File: src/rtl/ept_operand_sequencer_if.sv
// Byte-stream and operator-block signal bundle for ept_operand_sequencer.
// slave is the sequencer's view; master is the host/operator-block view.
interface ept_operand_sequencer_if;
    logic [7:0] rx_data;
    logic       rx_valid;
    logic       rx_ready;
    logic [7:0] tx_data;
    logic       tx_valid;
    logic       tx_ready;
    logic [7:0] operand_a;
    logic [7:0] operand_b;
    logic [7:0] opcode;
    logic [7:0] result_in;
    logic       busy;
    logic       frame_err;
    logic [7:0] frame_count;

    modport slave (
        input  rx_data, rx_valid, tx_ready, result_in,
        output rx_ready, tx_data, tx_valid, operand_a, operand_b, opcode,
               busy, frame_err, frame_count
    );

    modport master (
        output rx_data, rx_valid, tx_ready, result_in,
        input  rx_ready, tx_data, tx_valid, operand_a, operand_b, opcode,
               busy, frame_err, frame_count
    );
endinterface

File: src/rtl/ept_operand_sequencer.sv
// Request/response framer in front of the 8-bit operator block.
// Parses header/opcode/A/B request frames, drives registered operands, waits a fixed
// settle time, captures the result and returns header/opcode/result/status.
// Optional macro EPT_OPSEQ_CHECKSUM_EN adds a checksum byte to both frame directions.
module ept_operand_sequencer #(
    parameter int unsigned NUM_OPS        = 16,
    parameter int unsigned DIV_OPCODE     = 3,
    parameter int unsigned RESULT_LATENCY = 2,
    parameter int unsigned TIMEOUT_CYCLES = 1024,
    parameter logic [7:0]  REQ_HDR        = 8'hA5,
    parameter logic [7:0]  RSP_HDR        = 8'h5A
) (
    input  logic                      clk_66,
    input  logic                      rst,
    ept_operand_sequencer_if.slave    bus
);

    localparam int unsigned ToW = $clog2(TIMEOUT_CYCLES) + 1;
    localparam logic [ToW-1:0] ToMax  = ToW'(TIMEOUT_CYCLES - 1);
    localparam logic [3:0]     LatMax = 4'(RESULT_LATENCY - 1);
    localparam logic [8:0]     NumOps = 9'(NUM_OPS);
    localparam logic [7:0]     DivOp  = 8'(DIV_OPCODE);

    typedef enum logic [3:0] {
        StIdle, StGetOp, StGetA, StGetB, StGetCk, StExec,
        StSendHdr, StSendOp, StSendRes, StSendStat, StSendCk
    } state_e;

    state_e         state_q, state_d;
    logic [ToW-1:0] to_cnt_q, to_cnt_d;
    logic [3:0]     lat_cnt_q, lat_cnt_d;
    logic [7:0]     op_sh_q, a_sh_q;
    logic [7:0]     operand_a_q, operand_b_q, opcode_q;
    logic [7:0]     result_q, status_q;
    logic [7:0]     frame_count_q;
    logic           frame_err_q;
`ifdef EPT_OPSEQ_CHECKSUM_EN
    logic [7:0]     ck_sh_q;
`endif

    logic       rx_ready_c, rx_acc;
    logic       tx_valid_c;
    logic [7:0] tx_data_c;
    logic       load, capture, abort, frame_done;
    logic [7:0] status_c, result_c;

    // Status and forced result for the frame currently in EXEC; first match wins.
    always_comb begin
        status_c = 8'h00;
        result_c = bus.result_in;
`ifdef EPT_OPSEQ_CHECKSUM_EN
        if (ck_sh_q != (opcode_q ^ operand_a_q ^ operand_b_q)) begin
            status_c = 8'h03;
            result_c = 8'h00;
        end else
`endif
        if ({1'b0, opcode_q} >= NumOps) begin
            status_c = 8'h01;
            result_c = 8'h00;
        end else if (opcode_q == DivOp && operand_b_q == 8'h00) begin
            status_c = 8'h02;
            result_c = 8'h00;
        end
    end

    // Next-state, counters and handshake outputs.
    always_comb begin
        state_d    = state_q;
        to_cnt_d   = to_cnt_q;
        lat_cnt_d  = lat_cnt_q;
        load       = 1'b0;
        capture    = 1'b0;
        abort      = 1'b0;
        frame_done = 1'b0;
        tx_valid_c = 1'b0;
        tx_data_c  = 8'h00;
        rx_ready_c = (state_q == StIdle) || (state_q == StGetOp) || (state_q == StGetA) ||
                     (state_q == StGetB) || (state_q == StGetCk);
        rx_acc     = bus.rx_valid && rx_ready_c;

        unique case (state_q)
            StIdle: begin
                to_cnt_d = '0;
                if (rx_acc && bus.rx_data == REQ_HDR) state_d = StGetOp;
            end
            StGetOp, StGetA, StGetB, StGetCk: begin
                if (rx_acc) begin
                    to_cnt_d = '0;
                    unique case (state_q)
                        StGetOp: state_d = StGetA;
                        StGetA:  state_d = StGetB;
                        StGetB: begin
                            load = 1'b1;
`ifdef EPT_OPSEQ_CHECKSUM_EN
                            state_d = StGetCk;
`else
                            state_d = StExec;
`endif
                        end
                        default: state_d = StExec;
                    endcase
                end else if (to_cnt_q == ToMax) begin
                    abort    = 1'b1;
                    to_cnt_d = '0;
                    state_d  = StIdle;
                end else begin
                    to_cnt_d = to_cnt_q + 1'b1;
                end
            end
            StExec: begin
                if (lat_cnt_q == LatMax) begin
                    capture   = 1'b1;
                    lat_cnt_d = '0;
                    state_d   = StSendHdr;
                end else begin
                    lat_cnt_d = lat_cnt_q + 1'b1;
                end
            end
            StSendHdr: begin
                tx_valid_c = 1'b1;
                tx_data_c  = RSP_HDR;
                if (bus.tx_ready) state_d = StSendOp;
            end
            StSendOp: begin
                tx_valid_c = 1'b1;
                tx_data_c  = opcode_q;
                if (bus.tx_ready) state_d = StSendRes;
            end
            StSendRes: begin
                tx_valid_c = 1'b1;
                tx_data_c  = result_q;
                if (bus.tx_ready) state_d = StSendStat;
            end
            StSendStat: begin
                tx_valid_c = 1'b1;
                tx_data_c  = status_q;
                if (bus.tx_ready) begin
`ifdef EPT_OPSEQ_CHECKSUM_EN
                    state_d = StSendCk;
`else
                    frame_done = 1'b1;
                    state_d    = StIdle;
`endif
                end
            end
            StSendCk: begin
                tx_valid_c = 1'b1;
                tx_data_c  = RSP_HDR ^ opcode_q ^ result_q ^ status_q;
                if (bus.tx_ready) begin
                    frame_done = 1'b1;
                    state_d    = StIdle;
                end
            end
            default: state_d = StIdle;
        endcase
    end

    // State, shadow, operand and result registers with synchronous reset.
    always_ff @(posedge clk_66) begin
        if (rst) begin
            state_q       <= StIdle;
            to_cnt_q      <= '0;
            lat_cnt_q     <= '0;
            op_sh_q       <= 8'h00;
            a_sh_q        <= 8'h00;
            operand_a_q   <= 8'h00;
            operand_b_q   <= 8'h00;
            opcode_q      <= 8'h00;
            result_q      <= 8'h00;
            status_q      <= 8'h00;
            frame_count_q <= 8'h00;
            frame_err_q   <= 1'b0;
`ifdef EPT_OPSEQ_CHECKSUM_EN
            ck_sh_q       <= 8'h00;
`endif
        end else begin
            state_q     <= state_d;
            to_cnt_q    <= to_cnt_d;
            lat_cnt_q   <= lat_cnt_d;
            frame_err_q <= abort;
            if (rx_acc && state_q == StGetOp) op_sh_q <= bus.rx_data;
            if (rx_acc && state_q == StGetA)  a_sh_q  <= bus.rx_data;
`ifdef EPT_OPSEQ_CHECKSUM_EN
            if (rx_acc && state_q == StGetCk) ck_sh_q <= bus.rx_data;
`endif
            // B goes straight to the operand register on the byte it arrives with.
            if (load) begin
                opcode_q    <= op_sh_q;
                operand_a_q <= a_sh_q;
                operand_b_q <= bus.rx_data;
            end
            if (capture) begin
                result_q <= result_c;
                status_q <= status_c;
            end
            if (frame_done) frame_count_q <= frame_count_q + 8'h01;
        end
    end

    // Outputs held at zero while reset is asserted.
    assign bus.rx_ready    = rx_ready_c && !rst;
    assign bus.tx_valid    = tx_valid_c;
    assign bus.tx_data     = tx_data_c;
    assign bus.operand_a   = operand_a_q;
    assign bus.operand_b   = operand_b_q;
    assign bus.opcode      = opcode_q;
    assign bus.busy        = (state_q != StIdle);
    assign bus.frame_err   = frame_err_q;
    assign bus.frame_count = frame_count_q;

endmodule

File: src/flat_wrapper.sv
// flat-port wrapper written by rule: the top's interface ports become plain ports
module ept_operand_sequencer_flat 
#(
    parameter int unsigned NUM_OPS        = 16,
    parameter int unsigned DIV_OPCODE     = 3,
    parameter int unsigned RESULT_LATENCY = 2,
    parameter int unsigned TIMEOUT_CYCLES = 1024,
    parameter logic [7:0]  REQ_HDR        = 8'hA5,
    parameter logic [7:0]  RSP_HDR        = 8'h5A
)
  (clk_66, rst, bus_rx_data, bus_rx_valid, bus_tx_ready, bus_result_in, bus_rx_ready, bus_tx_data, bus_tx_valid, bus_operand_a, bus_operand_b, bus_opcode, bus_busy, bus_frame_err, bus_frame_count);
  ept_operand_sequencer_if bus_i ();
  input  logic clk_66;
  input  logic rst;
  input wire logic [$bits(bus_i.rx_data)-1:0] bus_rx_data;
  input wire logic [$bits(bus_i.rx_valid)-1:0] bus_rx_valid;
  input wire logic [$bits(bus_i.tx_ready)-1:0] bus_tx_ready;
  input wire logic [$bits(bus_i.result_in)-1:0] bus_result_in;
  output wire logic [$bits(bus_i.rx_ready)-1:0] bus_rx_ready;
  output wire logic [$bits(bus_i.tx_data)-1:0] bus_tx_data;
  output wire logic [$bits(bus_i.tx_valid)-1:0] bus_tx_valid;
  output wire logic [$bits(bus_i.operand_a)-1:0] bus_operand_a;
  output wire logic [$bits(bus_i.operand_b)-1:0] bus_operand_b;
  output wire logic [$bits(bus_i.opcode)-1:0] bus_opcode;
  output wire logic [$bits(bus_i.busy)-1:0] bus_busy;
  output wire logic [$bits(bus_i.frame_err)-1:0] bus_frame_err;
  output wire logic [$bits(bus_i.frame_count)-1:0] bus_frame_count;
  assign bus_i.rx_data = bus_rx_data;
  assign bus_i.rx_valid = bus_rx_valid;
  assign bus_i.tx_ready = bus_tx_ready;
  assign bus_i.result_in = bus_result_in;
  assign bus_rx_ready = bus_i.rx_ready;
  assign bus_tx_data = bus_i.tx_data;
  assign bus_tx_valid = bus_i.tx_valid;
  assign bus_operand_a = bus_i.operand_a;
  assign bus_operand_b = bus_i.operand_b;
  assign bus_opcode = bus_i.opcode;
  assign bus_busy = bus_i.busy;
  assign bus_frame_err = bus_i.frame_err;
  assign bus_frame_count = bus_i.frame_count;
  ept_operand_sequencer #(.NUM_OPS(NUM_OPS), .DIV_OPCODE(DIV_OPCODE), .RESULT_LATENCY(RESULT_LATENCY), .TIMEOUT_CYCLES(TIMEOUT_CYCLES), .REQ_HDR(REQ_HDR), .RSP_HDR(RSP_HDR)) u_core (.clk_66(clk_66), .rst(rst), .bus(bus_i));
endmodule
File: config.mk
export PLATFORM = sky130hd
export DESIGN_NAME = ept_operand_sequencer_flat
export DESIGN_NICKNAME = d
export VERILOG_FILES = /design/src/rtl/ept_operand_sequencer_if.sv /design/src/rtl/ept_operand_sequencer.sv /design/src/flat_wrapper.sv
export SDC_FILE = /design/constraint.sdc
export NUM_CORES = 1
export LEC_CHECK = 0
export CORE_UTILIZATION = 44
export DETAILED_ROUTE_END_ITERATION = 10
export GPL_ROUTABILITY_DRIVEN = 0
export HOLD_SLACK_MARGIN = 0.12
export PLACE_DENSITY = 0.71
export SYNTH_ARGS = -nofsm -noshare
export SYNTH_HDL_FRONTEND = slang
export SYNTH_SLANG_ARGS = --single-unit
File: constraint.sdc
create_clock -name clk_66 -period 1.7 [get_ports clk_66]
set_clock_uncertainty 0.05 [all_clocks]
set_input_delay 0.17 -clock clk_66 [delete_from_list [all_inputs] [get_ports clk_66]]
set_output_delay 0.17 -clock clk_66 [all_outputs]
set_load 0.02 [all_outputs]
==> impl_results.md <==
* Run status: complete, but fails checks
* Failing checks: setup timing
* Sequential cell area fraction in the yosys report at 43.6%
* Post-synthesis mux area share at 2.79%
* Most common cell in the synthesized netlist: nand2_1
* CTS root buf: clkbuf_8
* Yosys top cell area share at 43.6%
* Final hold vios at 0
* CP Capture Type: flop
* CTS buffer count at 9
* Unrepaired setup endpoints after global routing: true
* Fin nets at 602
* N_diodes at 0
* Final setup fails at 36
* Syn avg cell area at 8.13 um^2
* First-pass GRT wire length at 17000 um
* Initial core utilization at 45.9%
* Worst setup margin at -199 ps
* Finished Layout Cells at 687
* FMAX at 527 MHz
* FP Rows at 32
* Synthesis-to-layout area growth at 54.4%
* Cell Pwr Density at 814 nW/um^2
* Critical path peak fanout at 6
* Synth area leaders: dfxtp_1 (44%), nand2_1 (8.3%), a21oi_1 (6.3%), nor2_1 (4.4%), xor2_1 (3.4%)
* Die area at 8510 um^2
* Dpl cells at 652
* Clock power share at 32.7%
* Syn_nets at 463
* Clk pin slew, worst setup/hold paths at 90 ps
* Iter 0 DRT Violations at 295
* CORE AREA at 7810 um^2
* Flops & latches, synth at 78
* Post-synth EDFFs at 0
* Setup TNS Final at -3120 ps
* Relative slew slack at 48.8%
* Max cap viols at 0
* Tcrit/Tclk final at 112%
* DR WL/cell at 16.6 um
* CTS HTree Levels at 3
* Post-Synth Simple-Gate Area at 27.5%
* Reg power frac at 43.0%
* Clock net sink count at 78
* Area fraction in compound gates after synthesis at 15.0%
* DR vias/cell at 5.54
* FILL cells at 590
* # IOs at 64
* Detail Route Antenna Nets at 0
* Cell taking the most area after synthesis: dfxtp_1
* Chip width at 92.2 um
* Share of power burned in combinational logic at 24.4%
* HPWL Detailed at 6870 um
* Total leakage power at 2.27 nW
* Psw at 1.36 mW
* Maximum clock insertion buffer count at 2
* Total power at 4.50 mW
* Synthesized area at 3580 um^2
* Worst IR Drop VDD at 549 uV
* GR Util All Layers at 25.7%
* Placement Setup Slack at -380 ps
* Pre-Repair DR Iteration Count at 5
* Fin area at 5530 um^2
* Hold_ws at 386 ps
* Top FF cell, synth: dfxtp_1
* CTS tree: done
* Nature of the critical path startpoint: flop
* Total gr overflow at 0
* Via count at 3807
* Vias in the first global route at 3545
* Measured slew at the worst slew-check pin at 767 ps
* Die Y at 92.2 um
* Switching share of power at 30.1%
* Async S/R FF share, synth at 0%
* Synth cell types at 50
* Pin count of the biggest net entering global routing at 72
* Ys Warns at 0
* Detailed Route WL at 11400 um
* Post-route DRC at 0
* IO buf count at 63
* Clk_lat worst skew at 360 ps
* Layout cell share with drive strength beyond 1 at 32.6%
* Synth Instances at 441
* CP Class: reg2reg
* Fin util at 70.8%
* Internal cell power at 3.15 mW
* Fin. max-slew vios at 0
* Main combinational cell family by area after synthesis: simple AND/OR/NAND/NOR gates
* Top cells by count, synth: nand2_1 (79), dfxtp_1 (78), a21oi_1 (45)
* Worst min path class: in2reg
* Placed inst area at 4790 um^2
* Post-Synth Adder-Cell Area at 0.698%
* Minimum clock period at 1900 ps
* Crit path DAT at 2120 ps
* Antenna violations before repair at 0
* CP Data Required Time at 1920 ps
* XOR/XNOR share of the synthesized area at 5.87%
[cell usage in the layout (no fill, tap or decap), types with 8 or more instances in the layout]
cell type         n
nand2_1          75
buf_4            74
dfxtp_1          74
a21oi_1          43
clkdlybuf4s50_1  43
nor2_1           37
buf_6            25
nand3_1          23
xor2_1           13
xnor2_1          10
a22oi_2           9
o21ai_0           9
mux2i_1           9
clkbuf_8          9
nor2_2            8
nand4_1           8
[cell families after synthesis]
group	Yosys count
compound gates	87
xor+xnor	24
mux	10
flops	78
fa+ha+maj	2
buf+inv	37
simple gates	203
[power by group through the flow]
stage / clock network [mW] / logic (mW) / registers [mW]
final: 1.47 / 1.10 / 1.93
after global routing: 1.58 / 1.15 / 1.94
after CTS: 1.48 / 0.970 / 1.92
after detailed placement: 0 / 0.761 / 1.99
after global placement: 0 / 0.747 / 1.99
after floorplan: 0 / 0.491 / 1.94
[worst paths after layout]
check,startpoint,end,slack (ps),cells past startpoint
setup reg to reg,u_core.state_q[3]$_SDFFE_PP0P_,u_core.state_q[3]$_SDFFE_PP0P_,-200,6
setup / recovery,u_core.state_q[3]$_SDFFE_PP0P_,u_core.state_q[3]$_SDFFE_PP0P_,-200,6
hold / removal,bus_result_in[1],u_core.result_q[1]$_SDFFE_PP0P_,390,3
hold reg to reg,u_core.bus.operand_a[1]$_SDFFE_PP0P_,u_core.bus.operand_a[1]$_SDFFE_PP0P_,410,2
[per-layer routing]
metal	routed length (um)	GRT usage (%)	up-vias
li1	-	-	1801
met1	4740	32.0	1818
met2	5820	42.8	164
met3	636	6.63	24
met4	192	9.38	0
met5	0	0	-
[timing repair]
item | 4_1_cts | 5_1_grt
hold buffers | 0 | 0
pin swaps | 32 | 21
buffers inserted | 13 | 8
endpoints found under the hold margin | 0 | 0
resized for setup | 119 | 49
cloned | 0 | 1
endpoints found under the setup margin | 60 | 87
[area by class of cell]
class	instances	area (um^2)	share of cell area (%)
Inverter	9	33.8	0.611
Clock buffer	9	124	2.24
Sequential cell	78	1570	28.5
Multi-Input combinational cell	326	2160	39.0
Timing Repair Buffer	156	1440	26.0
Clock inverter	7	77.6	1.40
Tap cell	102	128	2.31
[state kept, by name, summed over array words and instances (netlist names), 8 cells and up]
| name | cells |
|---|---|
| u_core.op_sh_q | 8 |
| u_core.to_cnt_q | 11 |
| u_core.a_sh_q | 8 |
| u_core.result_q | 8 |
| u_core.bus.frame_count | 8 |
| u_core.bus.operand_a | 8 |
| u_core.bus.opcode | 8 |
| u_core.bus.operand_b | 8 |
[worst max-delay path, stage by stage (launching register included)]
cell      delay (ps)
dfxtp_4          410
and3b_2          280
buf_6            140
a21oi_4          180
o221ai_2         140
or4_1            430
a21oi_1          170
No activity file was read; power rests on OpenSTA's default activity.
